File: src/rtl/cnn_pkg.sv
// Shared definitions for the convolution engines: default widths, FSM
// states and the output ReLU/saturation helper.
package cnn_pkg;

  localparam int unsigned DEF_DATA_W = 8;
  localparam int unsigned DEF_W_W    = 8;
  localparam int unsigned DEF_K      = 3;
  localparam int unsigned SAT_W      = 64;

  typedef enum logic [1:0] {
    ST_IDLE  = 2'd0,
    ST_RUN   = 2'd1,
    ST_DRAIN = 2'd2,
    ST_DONE  = 2'd3
  } conv_state_e;

  // Optional ReLU followed by signed saturation into an out_w-bit range.
  function automatic logic signed [SAT_W-1:0] relu_sat(
    input logic signed [SAT_W-1:0] val,
    input int unsigned             out_w,
    input logic                    relu
  );
    logic signed [SAT_W-1:0] hi;
    logic signed [SAT_W-1:0] lo;
    logic signed [SAT_W-1:0] v;
    hi = (64'sd1 <<< (out_w - 32'd1)) - 64'sd1;
    lo = -(64'sd1 <<< (out_w - 32'd1));
    v  = (relu && (val < 64'sd0)) ? 64'sd0 : val;
    if (v > hi) begin
      v = hi;
    end else if (v < lo) begin
      v = lo;
    end
    return v;
  endfunction

endpackage

File: src/rtl/conv_mac_tree.sv
// KxK multiply stage followed by an adder tree with bias; both stages
// advance only on en.
module conv_mac_tree
  import cnn_pkg::*;
#(
  parameter int unsigned DATA_W = DEF_DATA_W,
  parameter int unsigned W_W    = DEF_W_W,
  parameter int unsigned K      = DEF_K,
  parameter int unsigned ACC_W  = 20
) (
  input  logic                     clk,
  input  logic                     rst,
  input  logic                     en,
  input  logic                     in_valid,
  input  logic [K*K*DATA_W-1:0]    pixels,
  input  logic [K*K*W_W-1:0]       weights,
  input  logic signed [ACC_W-1:0]  bias,
  output logic                     sum_valid,
  output logic signed [ACC_W-1:0]  sum
);

  localparam int unsigned N      = K * K;
  localparam int unsigned PROD_W = DATA_W + W_W + 1;

  logic signed [PROD_W-1:0] prod_c [N];
  logic signed [PROD_W-1:0] prod_q [N];
  logic                     prod_valid;
  logic signed [ACC_W-1:0]  tree_c;

  // Pixels are unsigned, so they get a zero sign bit before the signed multiply.
  always_comb begin
    for (int unsigned i = 0; i < N; i++) begin
      prod_c[i] = PROD_W'($signed({1'b0, pixels[i*DATA_W +: DATA_W]}))
                * PROD_W'($signed(weights[i*W_W +: W_W]));
    end
  end

  always_comb begin
    tree_c = bias;
    for (int unsigned i = 0; i < N; i++) begin
      tree_c = tree_c + ACC_W'(prod_q[i]);
    end
  end

  always_ff @(posedge clk) begin
    if (rst) begin
      prod_q     <= '{default: '0};
      prod_valid <= 1'b0;
      sum_valid  <= 1'b0;
      sum        <= '0;
    end else if (en) begin
      prod_q     <= prod_c;
      prod_valid <= in_valid;
      sum_valid  <= prod_valid;
      sum        <= tree_c;
    end
  end

endmodule

File: src/rtl/conv_window_mac.sv
// Streaming KxK convolution for one output row: line-buffer reads, sliding
// window with a one-column skid, MAC pipeline and backpressured output.
module conv_window_mac
  import cnn_pkg::*;
#(
  parameter int unsigned DATA_W = 8,
  parameter int unsigned W_W    = 8,
  parameter int unsigned K      = 3,
  parameter int unsigned LINE_W = 100,
  parameter int unsigned ADDR_W = 7,
  parameter int unsigned ACC_W  = 20,
  parameter int unsigned OUT_W  = 16
) (
  input  logic                        clk,
  input  logic                        rst,
  input  logic                        start,
  input  logic [$clog2(K)-1:0]        row_sel,
  input  logic [K*K*W_W-1:0]          weights,
  input  logic signed [ACC_W-1:0]     bias,
  input  logic                        relu_en,
  output logic                        lb_rd_en,
  output logic [ADDR_W-1:0]           lb_rd_addr,
  input  logic [K*DATA_W-1:0]         lb_rd_data,
  output logic signed [OUT_W-1:0]     out_data,
  output logic                        out_valid,
  input  logic                        out_ready,
  output logic                        busy,
  output logic                        done
);

  localparam int unsigned SEL_W  = $clog2(K);
  localparam int unsigned FILL_W = $clog2(K);
  localparam int unsigned CNT_W  = $clog2(LINE_W + 1);

  conv_state_e              state;
  logic [SEL_W-1:0]         row_sel_q;
  logic [K*K*W_W-1:0]       weights_q;
  logic signed [ACC_W-1:0]  bias_q;
  logic                     relu_q;
  logic                     rd_pend;
  logic                     skid_full;
  logic [DATA_W-1:0]        skid_col [K];
  logic [DATA_W-1:0]        win      [K][K];
  logic [DATA_W-1:0]        nwin     [K][K];
  logic [DATA_W-1:0]        ret_col  [K];
  logic [DATA_W-1:0]        new_col  [K];
  logic [FILL_W-1:0]        fill_cnt;
  logic [CNT_W-1:0]         out_cnt;
  logic                     en;
  logic                     shift;
  logic                     job_valid;
  logic [K*K*DATA_W-1:0]    job_pixels;
  logic                     sum_valid;
  logic signed [ACC_W-1:0]  sum;
  logic signed [SAT_W-1:0]  res_c;

  assign en       = !out_valid || out_ready;
  assign lb_rd_en = (state == ST_RUN) && en && !skid_full;

  // Undo the line-buffer rotation so row 0 is always the oldest image row.
  always_comb begin
    int unsigned idx;
    idx = 0;
    for (int unsigned r = 0; r < K; r++) begin
      ret_col[r] = '0;
      idx = (32'(row_sel_q) + r) % K;
      for (int unsigned j = 0; j < K; j++) begin
        if (idx == j) begin
          ret_col[r] = lb_rd_data[j*DATA_W +: DATA_W];
        end
      end
    end
  end

  // A parked column always goes first; a read never issues while it is parked.
  always_comb begin
    for (int unsigned r = 0; r < K; r++) begin
      new_col[r] = skid_full ? skid_col[r] : ret_col[r];
      for (int unsigned c = 0; c < K - 1; c++) begin
        nwin[r][c] = win[r][c+1];
      end
      nwin[r][K-1] = new_col[r];
    end
  end

  assign shift     = en && (skid_full || rd_pend);
  assign job_valid = shift && (fill_cnt == FILL_W'(K - 1));

  always_comb begin
    for (int unsigned r = 0; r < K; r++) begin
      for (int unsigned c = 0; c < K; c++) begin
        job_pixels[(r*K+c)*DATA_W +: DATA_W] = nwin[r][c];
      end
    end
  end

  conv_mac_tree #(
    .DATA_W (DATA_W),
    .W_W    (W_W),
    .K      (K),
    .ACC_W  (ACC_W)
  ) u_mac_tree (
    .clk       (clk),
    .rst       (rst),
    .en        (en),
    .in_valid  (job_valid),
    .pixels    (job_pixels),
    .weights   (weights_q),
    .bias      (bias_q),
    .sum_valid (sum_valid),
    .sum       (sum)
  );

  assign res_c = relu_sat(SAT_W'(sum), OUT_W, relu_q);

  always_ff @(posedge clk) begin
    if (rst) begin
      state      <= ST_IDLE;
      lb_rd_addr <= '0;
      busy       <= 1'b0;
      done       <= 1'b0;
      row_sel_q  <= '0;
      weights_q  <= '0;
      bias_q     <= '0;
      relu_q     <= 1'b0;
      rd_pend    <= 1'b0;
      skid_full  <= 1'b0;
      skid_col   <= '{default: '0};
      win        <= '{default: '0};
      fill_cnt   <= '0;
      out_cnt    <= '0;
      out_valid  <= 1'b0;
      out_data   <= '0;
    end else begin
      done    <= 1'b0;
      rd_pend <= lb_rd_en;

      if (shift) begin
        skid_full <= 1'b0;
        win       <= nwin;
        if (fill_cnt != FILL_W'(K - 1)) begin
          fill_cnt <= fill_cnt + FILL_W'(1);
        end
      end
      if (rd_pend && !en) begin
        skid_full <= 1'b1;
        skid_col  <= ret_col;
      end

      // Output stage: a new result may load in the same cycle the old one leaves.
      if (en) begin
        out_valid <= sum_valid;
        if (sum_valid) begin
          out_data <= OUT_W'(res_c);
        end
      end
      if (out_valid && out_ready) begin
        out_cnt <= out_cnt + CNT_W'(1);
      end

      case (state)
        ST_IDLE: begin
          if (start) begin
            state      <= ST_RUN;
            busy       <= 1'b1;
            row_sel_q  <= row_sel;
            weights_q  <= weights;
            bias_q     <= bias;
            relu_q     <= relu_en;
            lb_rd_addr <= '0;
            fill_cnt   <= '0;
            out_cnt    <= '0;
            skid_full  <= 1'b0;
          end
        end
        ST_RUN: begin
          if (lb_rd_en) begin
            if (lb_rd_addr == ADDR_W'(LINE_W - 1)) begin
              state <= ST_DRAIN;
            end else begin
              lb_rd_addr <= lb_rd_addr + ADDR_W'(1);
            end
          end
        end
        ST_DRAIN: begin
          if (out_valid && out_ready && (out_cnt == CNT_W'(LINE_W - K))) begin
            state <= ST_DONE;
            done  <= 1'b1;
          end
        end
        ST_DONE: begin
          state <= ST_IDLE;
          busy  <= 1'b0;
        end
        default: state <= ST_IDLE;
      endcase
    end
  end

endmodule
File: config.mk
export PLATFORM = sky130hd
export DESIGN_NAME = conv_window_mac
export DESIGN_NICKNAME = d
export VERILOG_FILES = /design/src/rtl/cnn_pkg.sv /design/src/rtl/conv_mac_tree.sv /design/src/rtl/conv_window_mac.sv
export SDC_FILE = /design/constraint.sdc
export NUM_CORES = 2
export LEC_CHECK = 0
export CAP_MARGIN = 20
export CORE_UTILIZATION = 64
export DETAILED_ROUTE_END_ITERATION = 10
export PLACE_DENSITY = 0.83
export SETUP_SLACK_MARGIN = 0.1
export SLEW_MARGIN = 25
export SYNTH_ARGS = -nofsm -noshare
export SYNTH_HDL_FRONTEND = slang
export SYNTH_SLANG_ARGS = --single-unit
export TNS_END_PERCENT = 50
File: constraint.sdc
create_clock -name clk -period 6.6 [get_ports clk]
set_input_delay 0.66 -clock clk [delete_from_list [all_inputs] [get_ports clk]]
set_output_delay 0.66 -clock clk [all_outputs]
set_load 0.01 [all_outputs]
## Yosys cells after proc, flatten, opt, wreduce, memory -nomap -nowiden

Index checks and enable logic that the tools add are counted.

| operators by class | value |
|---|---|
| $add $sub $neg | 14 |
| multipliers | 9 |
| divide/modulo/power cells | 3 |
| magnitude comparators | 3 |
| equal/unequal tests | 18 |
| mux-type cells | 38 |
| bitwise logic cells | 1 |
| reduce and logical (&&, ||, !) cells | 25 |

Operator list:

| kind | count |
|---|---|
| adder 20 x 17 -> 20 bit | 9 |
| multiplier 9 x 8 -> 17 bit | 9 |
| == test 32 x 1 -> 1 bit (second input constant) | 3 |
| == test 32 x 2 -> 1 bit (second input constant) | 3 |
| logical NOT 32 bit | 3 |
| two-way mux 8 bit | 12 |
| greater-than comparator 64 x 16 -> 1 bit (second input constant) | 1 |
| < comparator 64 x 16 -> 1 bit (second input constant) | 1 |
| remainder unit 32 x 2 -> 32 bit (second input constant) | 2 |
| two-way mux 64 bit | 1 |
| two-way mux 7 bit | 6 |
| remainder unit 2 x 2 -> 32 bit (second input constant) | 1 |
| two-way mux 16 bit | 2 |
| < comparator 20 x 1 -> 1 bit (second input constant) | 1 |
| two-way mux 2 bit | 8 |
| adder 7 x 1 -> 7 bit (second input constant) | 2 |
| == test 7 bit (second input constant) | 2 |
| case mux 7 bit (2 select lines) | 1 |
| != test 2 bit (second input constant) | 5 |
| logical AND 1 bit | 8 |
| case mux 2 bit (4 select lines) | 1 |
| AND reduction 4 bit | 2 |
| == test 2 bit (second input constant) | 3 |
| two-way mux 1 bit | 6 |
| 13 further kinds | 19 |

| word-level totals | value |
|---|---|
| bits in registers | 381 |
| input bits | 123 |
| output and inout bits | 27 |

## Longest topological paths before layout

| depth | value |
|---|---|
| word-level depth | 9 |
| depth in mapped cells | 26 |
| depth with buffers taken out | 24 |

## By module

Synthesis repeated with hierarchy kept, for this count alone.

| second synthesis, totals | value |
|---|---|
| cell total of the unflattened synthesis | 4334 |
| area, all modules | 38097.8 um2 |

Modules (own cells, without submodules):

| module | instances | cells each | area each (um2) | seq. area each (um2) |
|---|---|---|---|---|
| conv_mac_tree | 1 | 3236 | 29374.4 | 3503.4 |
| conv_window_mac | 1 | 1098 | 8723.4 | 4124.0 |

## Worst setup path before layout

OpenSTA, ideal clock, no wires.

| timing | value |
|---|---|
| path type | flip-flop to flip-flop |
| start point | register row_sel_q[0] |
| end point | register u_mac_tree.prod_q[114] in the netlist's numbering |
| setup time | 62 ps |
| arrival | 5622 ps |
| data required time | 6538 ps |
| setup slack | 916 ps |
| stages on the path, launching flop included | 24 |
| path through | dfxtp_1 -> inv_1 -> ha_1 -> clkbuf_1 -> nor2b_1 -> clkbuf_1 -> a22oi_1 -> o21ai_1 -> mux2i_1 -> nand2_1 -> fa_1 -> fa_1 -> inv_1 -> fa_1 -> inv_1 -> fa_1 -> inv_1 -> ha_1 -> o21a_1 -> o31ai_1 -> a21oi_1 -> o21a_1 -> or4_1 -> nand3_1 |

| between the ends | value |
|---|---|
| cells in the longest elaborated chain, start to end | 7 |
| elaborated cells on any way between the ends | 9 |

RTL lines:

| what | RTL line | RTL |
|---|---|---|
| from (decl) | conv_window_mac.sv:36 | `logic [SEL_W-1:0] row_sel_q;` |
| from (signal assigned) | conv_window_mac.sv:166 | `row_sel_q <= row_sel;` |
| remainder unit 2 x 2 -> 32 bit (*) | conv_window_mac.sv:66 | `idx = (32'(row_sel_q) + r) % K;` |
| logical NOT 32 bit | conv_window_mac.sv:68 | `if (idx == j) begin` |
| two-way mux 8 bit (2 in a row) | conv_window_mac.sv:68 |  |
| two-way mux 8 bit (*) | conv_window_mac.sv:68 |  |
| two-way mux 8 bit (*) | conv_window_mac.sv:78 | `new_col[r] = skid_full ? skid_col[r] : ret_col[r];` |
| multiplier 9 x 8 -> 17 bit (*) | conv_mac_tree.sv:34 | `* PROD_W'($signed(weights[i*W_W +: W_W]));` |
| to (signal assigned) | conv_mac_tree.sv:52 | `prod_q <= prod_c;` |
| to (decl) | conv_mac_tree.sv:26 | `logic signed [PROD_W-1:0] prod_q [N];` |

Every way passes the cells marked *; elsewhere a longest branch is shown, timed or not.
A chain may end at the register's enable or synchronous reset.

## Worst setup path in the final report

| timing | value |
|---|---|
| start point | register row_sel_q[0] |
| end point | register u_mac_tree.prod_q[64] in the netlist's numbering |

| between the ends | value |
|---|---|
| cells in the longest elaborated chain, start to end | 8 |
| elaborated cells on any way between the ends | 10 |

RTL lines:

| what | RTL line |
|---|---|
| adder 2 x 1 -> 3 bit (*) | conv_window_mac.sv:66 |
| remainder unit 32 x 2 -> 32 bit (*) | conv_window_mac.sv:66 |
| logical NOT 32 bit | conv_window_mac.sv:68 |
| two-way mux 8 bit (2 in a row) | conv_window_mac.sv:68 |
| two-way mux 8 bit (*) | conv_window_mac.sv:68 |
| two-way mux 8 bit (*) | conv_window_mac.sv:78 |
| multiplier 9 x 8 -> 17 bit (*) | conv_mac_tree.sv:34 |

Marks and branches as above.

==> flow_summary.toml <==
[clock_tree]
clock-sinks = 381
clk_pin_slew_ns = 0.06
clock_latency_ns = 0.60
clock-root-buffer = "clkbuf_16"
htreeDepth = 2
cts_buffers = 46
cts_tree = "yes"
clockBufferDepth = 3

[grt]
grt_max_degree = 90
grtUsageTotal_pct = 32.8
grt_pass1_vias = 30796
grt_antenna_before_repair = 0
grt_pass1_wl_um = 159000
grt.overflow.total = 0

[final_layout]
drive_above_1_share_pct = 3.38
antenna_cells = 0
final_cells = 5330
fin_area_um2 = 41900
nets = 5545
fill_cells = 4517
syn_to_final_growth_pct = 9.19
utilization_pct = 70.9

[logic_synthesis]
synth_edf_count = 0
synthFlopType = "dfxtp_1"
synthTopCellsByCount = "inv_1 (668), nand2_1 (668), fa_1 (474)"
syn_nets = 5504
yosys-top-cells-area = "fa_1 (25%), dfxtp_1 (20%), ha_1 (14%), inv_1 (6.5%), nand2_1 (6.5%)"
synth_seq_cells = 381
yosys.area.top_type_share_pct = 24.7
syn_avg_cell_area_um2 = 8.56
async_reset_ff_share_pct = 0
ys_seq_area_share_pct = 19.9
syn-cell-area_um2 = 38400
syn-instance-count = 4484
yosys_warnings = 0
synth_top_cell_by_area = "fa_1"
synth.distinct_cells = 72

[route]
drc_errors = 10
vias = 30982
routed_via_density = 5.81
avgRoutedWirePerCell_um = 18.0
first_pass_iters = 9
drt_iter0_drc = 2130
detail-route-antenna-nets = 0
routed_wirelength_um = 96100

[setup_path]
reg2reg_slack_ns = 0.49
critPathMostFrequentCell = "fa_1"
reg2reg_from = "row_sel_q[0]$_SDFFE_PP0P_"
crit_slowest_cell = "mux2i_1"
crit_path_end_kind = "flop"
endpoint = "u_mac_tree.prod_q[64]$_SDFFE_PP0N_"
worstReg2RegEnd = "u_mac_tree.prod_q[64]$_SDFFE_PP0N_"
crit_arrival_ns = 6.53
cp_max_fo = 24
path_cells = "inv_1 > ha_1 > buf_4 > a22oi_1 > o21ai_1 > mux2i_1 > nor2b_1 > fa_1 > fa_1 > fa_1 > inv_1 > fa_1 > inv_1 > ha_1 > and4_1 > a211oi_1 > o21ai_0 > a31oi_1 > xor2_1 > a211oi_1"
start_kind = "flop"
worst_ep_required_time_ns = 7.03
critical_path_class = "reg -> reg"
max_stage_delay_ns = 0.66
reg2reg_depth = 20
cp-startpoint = "row_sel_q[0]$_SDFFE_PP0P_"

[pwr]
power_density_nw_per_um2 = 317
ir_drop_mv = 0.456
power_mw = 13.3
leakagePower_nw = 20.0

[run]
drv_cap = 0

[min_path]
hp-class = "reg -> reg"
min_path_cells = 2

[sta]
fin_crit_sh_pct = 92.5
hold_viol = 0
slew_headroom_pct = 33.7
min_period_ns = 6.11
slew_viol_final = 0
fin_skew_ns = 0.0159
fin_tns_setup_ns = 0
setup_ws_ns = 0.492
holdWs_ns = 0.452
final-setup-viol-count = 0
rsz0062_at_grt = "yes"
worst_pin_slew_ns = 0.990
max_freq_mhz = 164

[place]
place_congestion = 0.942
dpl.hpwl_um = 74000
place_inst = 5250
port-buffer-count = 149
post-place-ws_ns = 0.381
dpl_cell_area_um2 = 40400

[floorplanning]
die-area_um2 = 60900
core-area_um2 = 59100
die_w_um = 247
std_cell_rows = 89
die_h_um = 247
start_util_pct = 64.9
pin_count = 150

[outcome]
violations = "DRC"
status = "finished, violations left"
per-layer routing:
layer  vias to the layer above  GRT usage (%)  wire length (um)
met5                         -              0                 0
met2                      1130           53.5             45200
met4                         0           14.3              4250
met3                       234           4.07              6830
li1                      14545              -                 -
met1                     15073           43.8             39900
critical path, delay by kind of cell, from the launching register on:
kind	cells	cell delay, ns
AND/OR/NAND/NOR	2	0.36
XOR/XNOR	1	0.20
buffers and inverters	4	0.42
flip-flops	1	0.37
adder cells (fa/ha/maj)	6	2.83
multiplexers	1	0.66
AO/OA/AOI/OAI	6	1.10
layout by cell type, fill, tap and decap left out, drive strengths merged, types with 15 or more instances in the layout:
master	netlist	routed
nor3	58	58
or4	37	37
xor2	23	23
clkdlybuf4s50	0	148
o21a	33	33
fa	474	474
dfxtp	381	381
buf	32	43
nor4	21	21
nand4	49	49
and2	218	218
inv	668	671
a211oi	74	74
nor2b	143	143
a22oi	25	25
mux2i	27	27
and3	15	15
a21o	29	29
a21oi	317	317
clkbuf	166	58
o21ai	101	101
nand2b	93	93
xnor2	39	39
nand3	82	82
nand2	668	668
nor2	169	169
ha	423	423
logic make-up after synthesis:
family | after synthesis | share of synthesized area (%)
compound gates | 672 | 10.8
xor+xnor | 62 | 1.41
fa+ha+maj | 897 | 38.5
buf+inv | 867 | 8.57
flops | 381 | 19.9
mux | 27 | 0.714
simple gates | 1578 | 20.1
sequential cells by signal, summed over array words and instances, names as in the netlist:
register               flops
job_pixels                48
weights_q                 72
row_sel_q                  2
done                       1
u_mac_tree.sum_valid       1
u_mac_tree.prod_valid      1
out_data                  16
bias_q                    20
skid_col                  24
state                      2
rd_pend                    1
busy                       1
relu_q                     1
skid_full                  1
lb_rd_addr                 7
u_mac_tree.sum            20
u_mac_tree.prod_q        153
out_valid                  1
out_cnt                    7
fill_cnt                   2
worst min path at each step:
stage | slack [ns] | end | start
6_report | 0.45 | u_mac_tree.prod_q[140]$_SDFFE_PP0N_ | u_mac_tree.prod_q[140]$_SDFFE_PP0N_
3_5_place_dp | 0.44 | u_mac_tree.prod_q[140]$_SDFFE_PP0N_ | u_mac_tree.prod_q[140]$_SDFFE_PP0N_
2_1_floorplan | 0.43 | u_mac_tree.sum[12]$_SDFFE_PP0N_ | u_mac_tree.sum[12]$_SDFFE_PP0N_
3_3_place_gp | 0.44 | u_mac_tree.prod_q[69]$_SDFFE_PP0N_ | u_mac_tree.prod_q[69]$_SDFFE_PP0N_
4_1_cts | 0.45 | u_mac_tree.prod_q[140]$_SDFFE_PP0N_ | u_mac_tree.prod_q[140]$_SDFFE_PP0N_
5_1_grt | 0.46 | u_mac_tree.sum[1]$_SDFFE_PP0N_ | u_mac_tree.sum[1]$_SDFFE_PP0N_
cell type report:
class	instances	area [um^2]	area share, %
flip-flops and latches	381	7630	18.2
well taps	773	967	2.31
inverters	669	2510	5.99
multi-input cells	3236	27500	65.7
repair buffers	191	1810	4.32
clock buffers	58	1300	3.10
clock inverters	22	169	0.403
power breakdown:
group	internal (mW)	switching (mW)
clock network	1.43	1.09
registers	2.69	0.592
logic	3.03	4.47
total	7.15	6.16
timing repair:
item,4_1_cts,5_1_grt
hold buffers,0,0
gates resized for setup,0,1
setup buffers,0,0
endpoints found under the setup margin,0,2
No activity file was read; power rests on OpenSTA's default activity.
